### config.mk
export PLATFORM = sky130hd
export DESIGN_NAME = dice_roll_ctrl
export DESIGN_NICKNAME = d
export VERILOG_FILES = /design/src/rtl/craps_pkg.sv /design/src/rtl/button_debounce.sv /design/src/rtl/dice_roll_ctrl.sv
export SDC_FILE = /design/constraint.sdc
export NUM_CORES = 1
export LEC_CHECK = 0
export BUFFER_PORTS_ARGS = -buffer_cell sky130_fd_sc_hd__buf_2
export CORE_MARGIN = 2
export CORE_UTILIZATION = 45
export CTS_CLUSTER_SIZE = 24
export DETAILED_ROUTE_END_ITERATION = 10
export GPL_ROUTABILITY_DRIVEN = 0
export GPL_TIMING_DRIVEN = 0
export PLACE_DENSITY = 0.7
export SLEW_MARGIN = 30
export SYNTH_ARGS = -nofsm -noshare
export SYNTH_HDL_FRONTEND = slang
export SYNTH_SLANG_ARGS = --single-unit
### constraint.sdc
create_clock -name clk -period 3.41 [get_ports clk]
set_input_delay 0.682 -clock clk [delete_from_list [all_inputs] [get_ports clk]]
set_output_delay 0.682 -clock clk [all_outputs]
set_load 0.01 [all_outputs]
### src/rtl/craps_pkg.sv
// Shared types and constants for the craps game: FSM states, die and sum widths.
package craps_pkg;

  typedef enum logic [1:0] {
    IDLE    = 2'd0,
    ROLLING = 2'd1,
    DONE    = 2'd2
  } state_t;

  typedef logic [2:0] die_t;
  typedef logic [3:0] sum_t;

  localparam die_t DIE_MIN = 3'd1;
  localparam die_t DIE_MAX = 3'd6;

  function automatic die_t die_next(input die_t d);
    return (d == DIE_MAX) ? DIE_MIN : die_t'(d + 3'd1);
  endfunction

endpackage

### src/rtl/button_debounce.sv
// Two-flop synchronizer followed by a stable-count debouncer for a raw push-button.
module button_debounce #(
  parameter int DEBOUNCE_CYCLES = 4
) (
  input  logic clk,
  input  logic reset,
  input  logic din,
  output logic dout
);

  localparam int CNT_W = $clog2(DEBOUNCE_CYCLES + 1);
  localparam logic [CNT_W-1:0] CNT_MAX = CNT_W'(DEBOUNCE_CYCLES);

  logic             r_sync1;
  logic             r_sync2;
  logic             r_dout;
  logic [CNT_W-1:0] r_cnt;

  // Count only while the synchronized level disagrees with the output; any bounce back clears it.
  always_ff @(posedge clk) begin
    if (reset) begin
      r_sync1 <= 1'b0;
      r_sync2 <= 1'b0;
      r_dout  <= 1'b0;
      r_cnt   <= '0;
    end else begin
      r_sync1 <= din;
      r_sync2 <= r_sync1;
      if (r_sync2 == r_dout) begin
        r_cnt <= '0;
      end else if (r_cnt == CNT_MAX) begin
        r_dout <= r_sync2;
        r_cnt  <= '0;
      end else begin
        r_cnt <= r_cnt + CNT_W'(1);
      end
    end
  end

  assign dout = r_dout;

endmodule

### src/rtl/dice_roll_ctrl.sv
// Roll sequencer: debounced button, press/release FSM and two cascaded 1..6 dice counters.
module dice_roll_ctrl
  import craps_pkg::*;
#(
  parameter int DEBOUNCE_CYCLES = 4
) (
  input  logic       clk,
  input  logic       reset,
  input  logic       rb_raw,
  input  logic       roll_en,
  output logic       rb,
  output logic [2:0] die1,
  output logic [2:0] die2,
  output logic [3:0] sum,
  output logic       sum_valid,
  output logic       busy
);

  logic   w_rb;
  logic   r_rb_q;
  logic   w_rb_rise;
  logic   w_start;
  logic   w_advance;
  state_t r_state;
  state_t w_state_nxt;
  die_t   r_die1;
  die_t   r_die2;

  button_debounce #(
    .DEBOUNCE_CYCLES(DEBOUNCE_CYCLES)
  ) u_rb_debounce (
    .clk   (clk),
    .reset (reset),
    .din   (rb_raw),
    .dout  (w_rb)
  );

  always_ff @(posedge clk) begin
    if (reset) r_rb_q <= 1'b0;
    else       r_rb_q <= w_rb;
  end

  assign w_rb_rise = w_rb & ~r_rb_q;

  always_comb begin
    w_state_nxt = r_state;
    w_start     = 1'b0;
    w_advance   = 1'b0;
    case (r_state)
      IDLE: begin
        if (w_rb_rise && roll_en) begin
          w_state_nxt = ROLLING;
          w_start     = 1'b1;
        end
      end
      ROLLING: begin
        if (w_rb) w_advance   = 1'b1;
        else      w_state_nxt = DONE;
      end
      DONE:    w_state_nxt = IDLE;
      default: w_state_nxt = IDLE;
    endcase
  end

  always_ff @(posedge clk) begin
    if (reset) r_state <= IDLE;
    else       r_state <= w_state_nxt;
  end

  // Each roll starts from 1/1 so the final faces depend only on how long the button was held.
  always_ff @(posedge clk) begin
    if (reset || w_start) begin
      r_die1 <= DIE_MIN;
      r_die2 <= DIE_MIN;
    end else if (w_advance) begin
      r_die1 <= die_next(r_die1);
      if (r_die1 == DIE_MAX) r_die2 <= die_next(r_die2);
    end
  end

  assign rb        = w_rb;
  assign die1      = r_die1;
  assign die2      = r_die2;
  assign sum       = sum_t'({1'b0, r_die1}) + sum_t'({1'b0, r_die2});
  assign sum_valid = (r_state == DONE);
  assign busy      = (r_state == ROLLING);

endmodule

==> impl_metrics.json, run 1 <==
{
  "seqPwrFrac_pct": 61.5,
  "cts_hold_buf": 0,
  "fmax_mhz": 434.2,
  "power_w": 0.0002879,
  "power.share.clock_pct": 35.6,
  "clockRootBuffer": "clkbuf_4",
  "cp_top_family": "adder cells",
  "synth_seq_area_share_pct": 40.47,
  "timing.max_cap.violations": 0,
  "synthCells": 77,
  "grt_pass1_wl_um": 2166,
  "layout-drive-gt1-share_pct": 23.71,
  "min-delay-start": "u_rb_debounce.r_sync1",
  "yosys_register_bits": 15,
  "critPathCaptureType": "output pin",
  "worst_clock_skew_ps": 3.037,
  "vdd_ir_drop_max_uv": 261.0,
  "portBuffers": 16,
  "hold_depth": 1,
  "rsz0062_at_grt": "false",
  "synthFlopType": "dfxtp_1",
  "drcViolationCount": 0,
  "drt-vias-per-instance": 5.292,
  "netlist_area_sq_um": 742.0,
  "switchingPower_w": 0.00006208,
  "hold_path.class": "register to register",
  "powerDensity_nw_per_um2": 331.5,
  "crit_start": "die1[0]",
  "die_width_um": 44.61,
  "synthTopCellsByArea": "dfxtp_1, ha_1, nor2b_1, a21oi_1, buf_6",
  "avgRoutedWirePerCell_um": 11.35,
  "syn_area_per_cell_sq_um": 9.636,
  "instances_no_fill": 113,
  "internal_power_w": 0.0002258,
  "h-tree-depth": 1,
  "cp_cell_sequence": "ha_1, fa_1, xor2_1, buf_2",
  "clkSlewWorstSetupHoldPaths_ps": 90,
  "grt.total_usage_pct": 15.44,
  "cts_tree": "yes",
  "critPathBufInv": 1,
  "r2r_cells": 3,
  "multi_input_area_sq_um": 404.1,
  "cp.depth": 4,
  "grt_pass1_vias": 514,
  "cts.sinks": 15,
  "arrival_ps": 1620,
  "r2r_slack_ps": 2240,
  "clkLatencyLatePin_ps": 290,
  "period_share_pct": 67.53,
  "relSlewSlack_pct": 81.13,
  "antenna_found_initial": 0,
  "syn-num-nets": 87,
  "fillers": 151,
  "path_max_fanout": 8,
  "grt.overflow.total": 0,
  "max_stage_delay_ps": 400,
  "syn_to_final_growth_pct": 17.03,
  "initial_utilization_pct": 48.69,
  "die_area_sq_um": 1990,
  "cp.required_ps": 2730,
  "dp_hpwl_um": 966.7,
  "antenna_left": 0,
  "yosysUniqueCellTypes": 30,
  "initialDrtViolationCount": 7,
  "post_cts_resized": 0,
  "synth_top_area_share_pct": 40.47,
  "cpMaxStageDelayCell": "dfxtp_1",
  "worst_slew_pin_slew_ps": 282.7,
  "first_pass_iters": 2,
  "criticalPathCategory": "register to output pin",
  "rr_startpoint": "die1[0]",
  "post_cts_buffers": 0,
  "synth_area_leader_cell": "dfxtp_1",
  "clockBufferDepth": 2,
  "vias": 598,
  "synthArstFlopShare_pct": 0,
  "outcome": "completed",
  "tns_ps": 0,
  "antennaDiodeCount": 0,
  "whs_ps": 448.7,
  "grt_max_degree": 10,
  "die_y_um": 44.61,
  "dpl.cell_count": 109,
  "seq_area_sq_um": 300.3,
  "min_period_ps": 2303,
  "p_comb_share_pct": 2.9,
  "ios": 17,
  "synth-edff-count": 0,
  "hold_path_end": "u_rb_debounce.r_sync2",
  "cts_made_buffers": 3,
  "r2r_end": "die2[2]",
  "crit_path_start_kind": "register",
  "yosysMostFrequentCell": "dfxtp_1",
  "wl_um": 1282,
  "num_rows": 14,
  "p_leak_nw": 0.4119,
  "nets": 108,
  "synth_common_cells": "dfxtp_1, nor2_1, a21oi_1, ha_1, nor2b_1",
  "ys.warnings.count": 0,
  "hold_viol_final": 0,
  "utilization_pct": 56.98,
  "core_sq_um": 1524,
  "finalMaxSlewViolations": 0,
  "p_sw_share_pct": 21.56,
  "setup_viol": 0
}
flip-flops by register name (all words and copies together), names as in the netlist:
| name | cells |
|---|---|
| u_rb_debounce.dout | 1 |
| die1 | 3 |
| u_rb_debounce.r_sync1 | 1 |
| die2 | 3 |
| u_rb_debounce.r_cnt | 3 |
| r_rb_q | 1 |
| u_rb_debounce.r_sync2 | 1 |
| r_state | 2 |
layout make-up:
class / count / share of cell area, %
multi-input combinational: 56 / 46.54
inverter: 4 / 1.729
timing repair buffer: 16 / 9.222
clock buffer: 4 / 3.026
sequential: 15 / 34.58
tap: 16 / 2.305
buffer: 2 / 2.594
layer usage:
layer / global-route usage [%] / up-vias / routed length (um)
met1: 21.77 / 267 / 629
met3: 2.449 / 5 / 63
met5: 0 / - / 0
met4: 12.73 / 0 / 42
met2: 20.29 / 16 / 546
li1: - / 310 / -
power groups by stage:
stage          clock, W  combinational (W)  sequential (W)
2_1_floorplan         0         0.00000478        0.000181
3_3_place_gp          0         0.00000820        0.000181
3_5_place_dp          0         0.00000833        0.000181
4_1_cts        0.000106         0.00000835        0.000177
5_1_grt        0.000114         0.00000946        0.000177
6_report       0.000102         0.00000829        0.000177
layout by cell type (no fill, tap or decap), drive strengths merged, types with 2 or more instances in the layout:
cell and count:
a21o 2, a21oi 6, a31o 2, and2b 2, and3b 2, buf 18
clkbuf 4, dfxtp 15, ha 5, inv 4, nand2 4, nand3 2
nand4b 2, nor2 6, nor2b 5, nor3b 3, o21ai 3, xor2 2
how the worst max path moves through the flow:
| stage | slack, ps | to |
|---|---|---|
| 6_report | 1110 | sum[2] |
| 5_1_grt | 1050 | sum[2] |
| 4_1_cts | 1100 | sum[2] |
| 3_5_place_dp | 1430 | sum[2] |
| 3_3_place_gp | 1430 | sum[2] |
| 2_1_floorplan | 1490 | sum[2] |
worst register-to-register path: stages, from the launching register on:
cell and delay (ps):
dfxtp_1 490, and3b_2 280, a31o_1 230, a21oi_2 120
kinds of logic after synthesis:
| family | Yosys count | share of synthesized area [%] |
|---|---|---|
| AO/OA/AOI/OAI | 15 | 12.98 |
| adder cells (fa/ha/maj) | 6 | 11.13 |
| multiplexers | 1 | 1.349 |
| buffers and inverters | 6 | 5.058 |
| XOR/XNOR | 3 | 3.542 |
| AND/OR/NAND/NOR | 31 | 25.46 |
| flip-flops | 15 | 40.47 |
per-stage QoR:
step	area, sq um	setup slack (ps)
2_1_floorplan	742.0	1488
3_3_place_gp	842.1	1432
3_5_place_dp	842.1	1430
4_1_cts	868.3	1104
5_1_grt	868.3	1051
6_report	868.3	1107
Power figures use the tool's default switching activity.
==> inputs of run 2 (changes only) <==
--- a/config.mk
+++ b/config.mk
@@ -12,7 +12,7 @@
 export DETAILED_ROUTE_END_ITERATION = 10
 export GPL_ROUTABILITY_DRIVEN = 0
 export GPL_TIMING_DRIVEN = 0
-export PLACE_DENSITY = 0.7
+export PLACE_DENSITY = 0.73
 export SLEW_MARGIN = 30
 export SYNTH_ARGS = -nofsm -noshare
 export SYNTH_HDL_FRONTEND = slang
==> constraint.sdc (replaced) <==
create_clock -name clk -period 2.1 [get_ports clk]
set_input_delay 0.42 -clock clk [delete_from_list [all_inputs] [get_ports clk]]
set_output_delay 0.42 -clock clk [all_outputs]
set_load 0.01 [all_outputs]
==> run 2 against run 1 <==
Flip-flop and latch count is the same. Final cell count stayed put. Count of clock-buffer cells in the layout unchanged. Critical path depth unchanged. Sequential power is 63% higher. Cell area increased by 0.14%. Combinational power up 68%. Non-clock buffer count unchanged. Critical endpoint unchanged. Highest routed layer unchanged.
==> impl_metrics.json, run 2 (synthesis results as in run 1) <==
{
  "outcome": "completed",
  "finalMaxSlewViolations": 0,
  "p_sw_share_pct": 21.80,
  "min-delay-start": "rb_raw",
  "first_pass_iters": 4,
  "criticalPathCategory": "register to output pin",
  "cts_hold_buf": 0,
  "hold_path.class": "input pin to register",
  "nets": 108,
  "p_leak_nw": 0.4114,
  "clockRootBuffer": "clkbuf_4",
  "initial_utilization_pct": 48.69,
  "p_comb_share_pct": 3.0,
  "seqPwrFrac_pct": 61.3,
  "clockBufferDepth": 2,
  "period_share_pct": 94.57,
  "layout_common_cells": "buf_2, dfxtp_1, nor2_1",
  "rr_startpoint": "u_rb_debounce.dout",
  "die_y_um": 44.61,
  "critPathCaptureType": "output pin",
  "grt.total_usage_pct": 15.64,
  "core_sq_um": 1524,
  "powerDensity_nw_per_um2": 539.3,
  "drt-vias-per-instance": 5.487,
  "clkSlewWorstSetupHoldPaths_ps": 90,
  "tns_ps": 0,
  "wl_um": 1329,
  "min_period_ps": 1986,
  "mostFrequentLayoutCell": "buf_2",
  "switchingPower_w": 0.0001022,
  "post_cts_resized": 0,
  "crit_path_start_kind": "register",
  "h-tree-depth": 1,
  "fmax_mhz": 503.5,
  "cts_made_buffers": 3,
  "antennaDiodeCount": 0,
  "vias": 620,
  "grt.overflow.total": 0,
  "cts.sinks": 15,
  "post_cts_buffers": 0,
  "timing.max_cap.violations": 0,
  "grt_pass1_vias": 501,
  "die_area_sq_um": 1990,
  "grt_pass1_wl_um": 2201,
  "portBuffers": 16,
  "drcViolationCount": 0,
  "internal_power_w": 0.0003667,
  "antenna_found_initial": 0,
  "num_rows": 14,
  "relSlewSlack_pct": 81.43,
  "grt_max_degree": 10,
  "path_max_fanout": 8,
  "clkLatencyLatePin_ps": 290,
  "vdd_ir_drop_max_uv": 343.1,
  "setup_viol": 0,
  "fillers": 148,
  "die_width_um": 44.61,
  "avgRoutedWirePerCell_um": 11.76,
  "ios": 17,
  "antenna_left": 0,
  "layout-drive-gt1-share_pct": 24.74,
  "worst_slew_pin_slew_ps": 275.0,
  "hold_viol_final": 0,
  "cp.required_ps": 1680,
  "dp_hpwl_um": 974.4,
  "crit_start": "die1[0]",
  "power.share.clock_pct": 35.7,
  "utilization_pct": 57.06,
  "r2r_cells": 4,
  "hold_depth": 2,
  "rsz0062_at_grt": "false",
  "worst_clock_skew_ps": 4.698,
  "cts_tree": "yes",
  "initialDrtViolationCount": 11,
  "arrival_ps": 1570,
  "syn_to_final_growth_pct": 17.20
}
==> run 2: worst paths after layout <==
kind / end / slack [ps]
max: sum[2] / 110
min: u_rb_debounce.r_sync1 / 340
max reg2reg: die2[1] / 900
min reg2reg: u_rb_debounce.r_sync2 / 440
==> run 2: metal layers <==
metal / track usage, % / vias up / wire (um)
met1: 20.55 / 287 / 628
met3: 2.449 / 5 / 85
met5: 0 / - / 0
met4: 10.91 / 0 / 47
li1: - / 310 / -
met2: 23.19 / 18 / 568
==> run 2: area by class of cell <==
cell class	instances	area [sq um]	share of cell area (%)
plain buffers	2	22.52	2.590
clock buffers	4	26.28	3.022
inverters	4	15.01	1.727
multi-input cells	56	404.1	46.47
flip-flops and latches	15	301.5	34.68
well taps	16	20.02	2.302
repair buffers	16	80.08	9.209
==> run 2: worst max-delay path: stages (launching register included) <==
cell and delay (ps):
dfxtp_2 370, ha_1 230, fa_1 380, xor2_1 160, buf_2 130
==> run 2: power by group through the flow <==
stage               Clock, W  Sequential, W  Combinational [W]
global route        0.000189       0.000288          0.0000157
global placement           0       0.000294          0.0000134
CTS                 0.000176       0.000288          0.0000140
detailed placement         0       0.000294          0.0000139
finish              0.000168       0.000288          0.0000139
floorplan                  0       0.000294         0.00000777
==> run 2: per-stage QoR <==
| stage | cells | power (W) | instance area (sq um) | setup WS [ps] | hold slack [ps] |
|---|---|---|---|---|---|
| final | 113 | 0.0004690 | 869.6 | 114.1 | 340.9 |
| after global routing | 113 | 0.0004922 | 869.6 | 29.91 | 370.3 |
| after CTS | 113 | 0.0004780 | 868.3 | 40.80 | 335.6 |
| after detailed placement | 109 | 0.0003082 | 842.1 | 372.5 | 427.0 |
| after global placement | 109 | 0.0003077 | 842.1 | 384.2 | 422.9 |
| after floorplan | 77 | 0.0003019 | 742.0 | 440.1 | 413.8 |
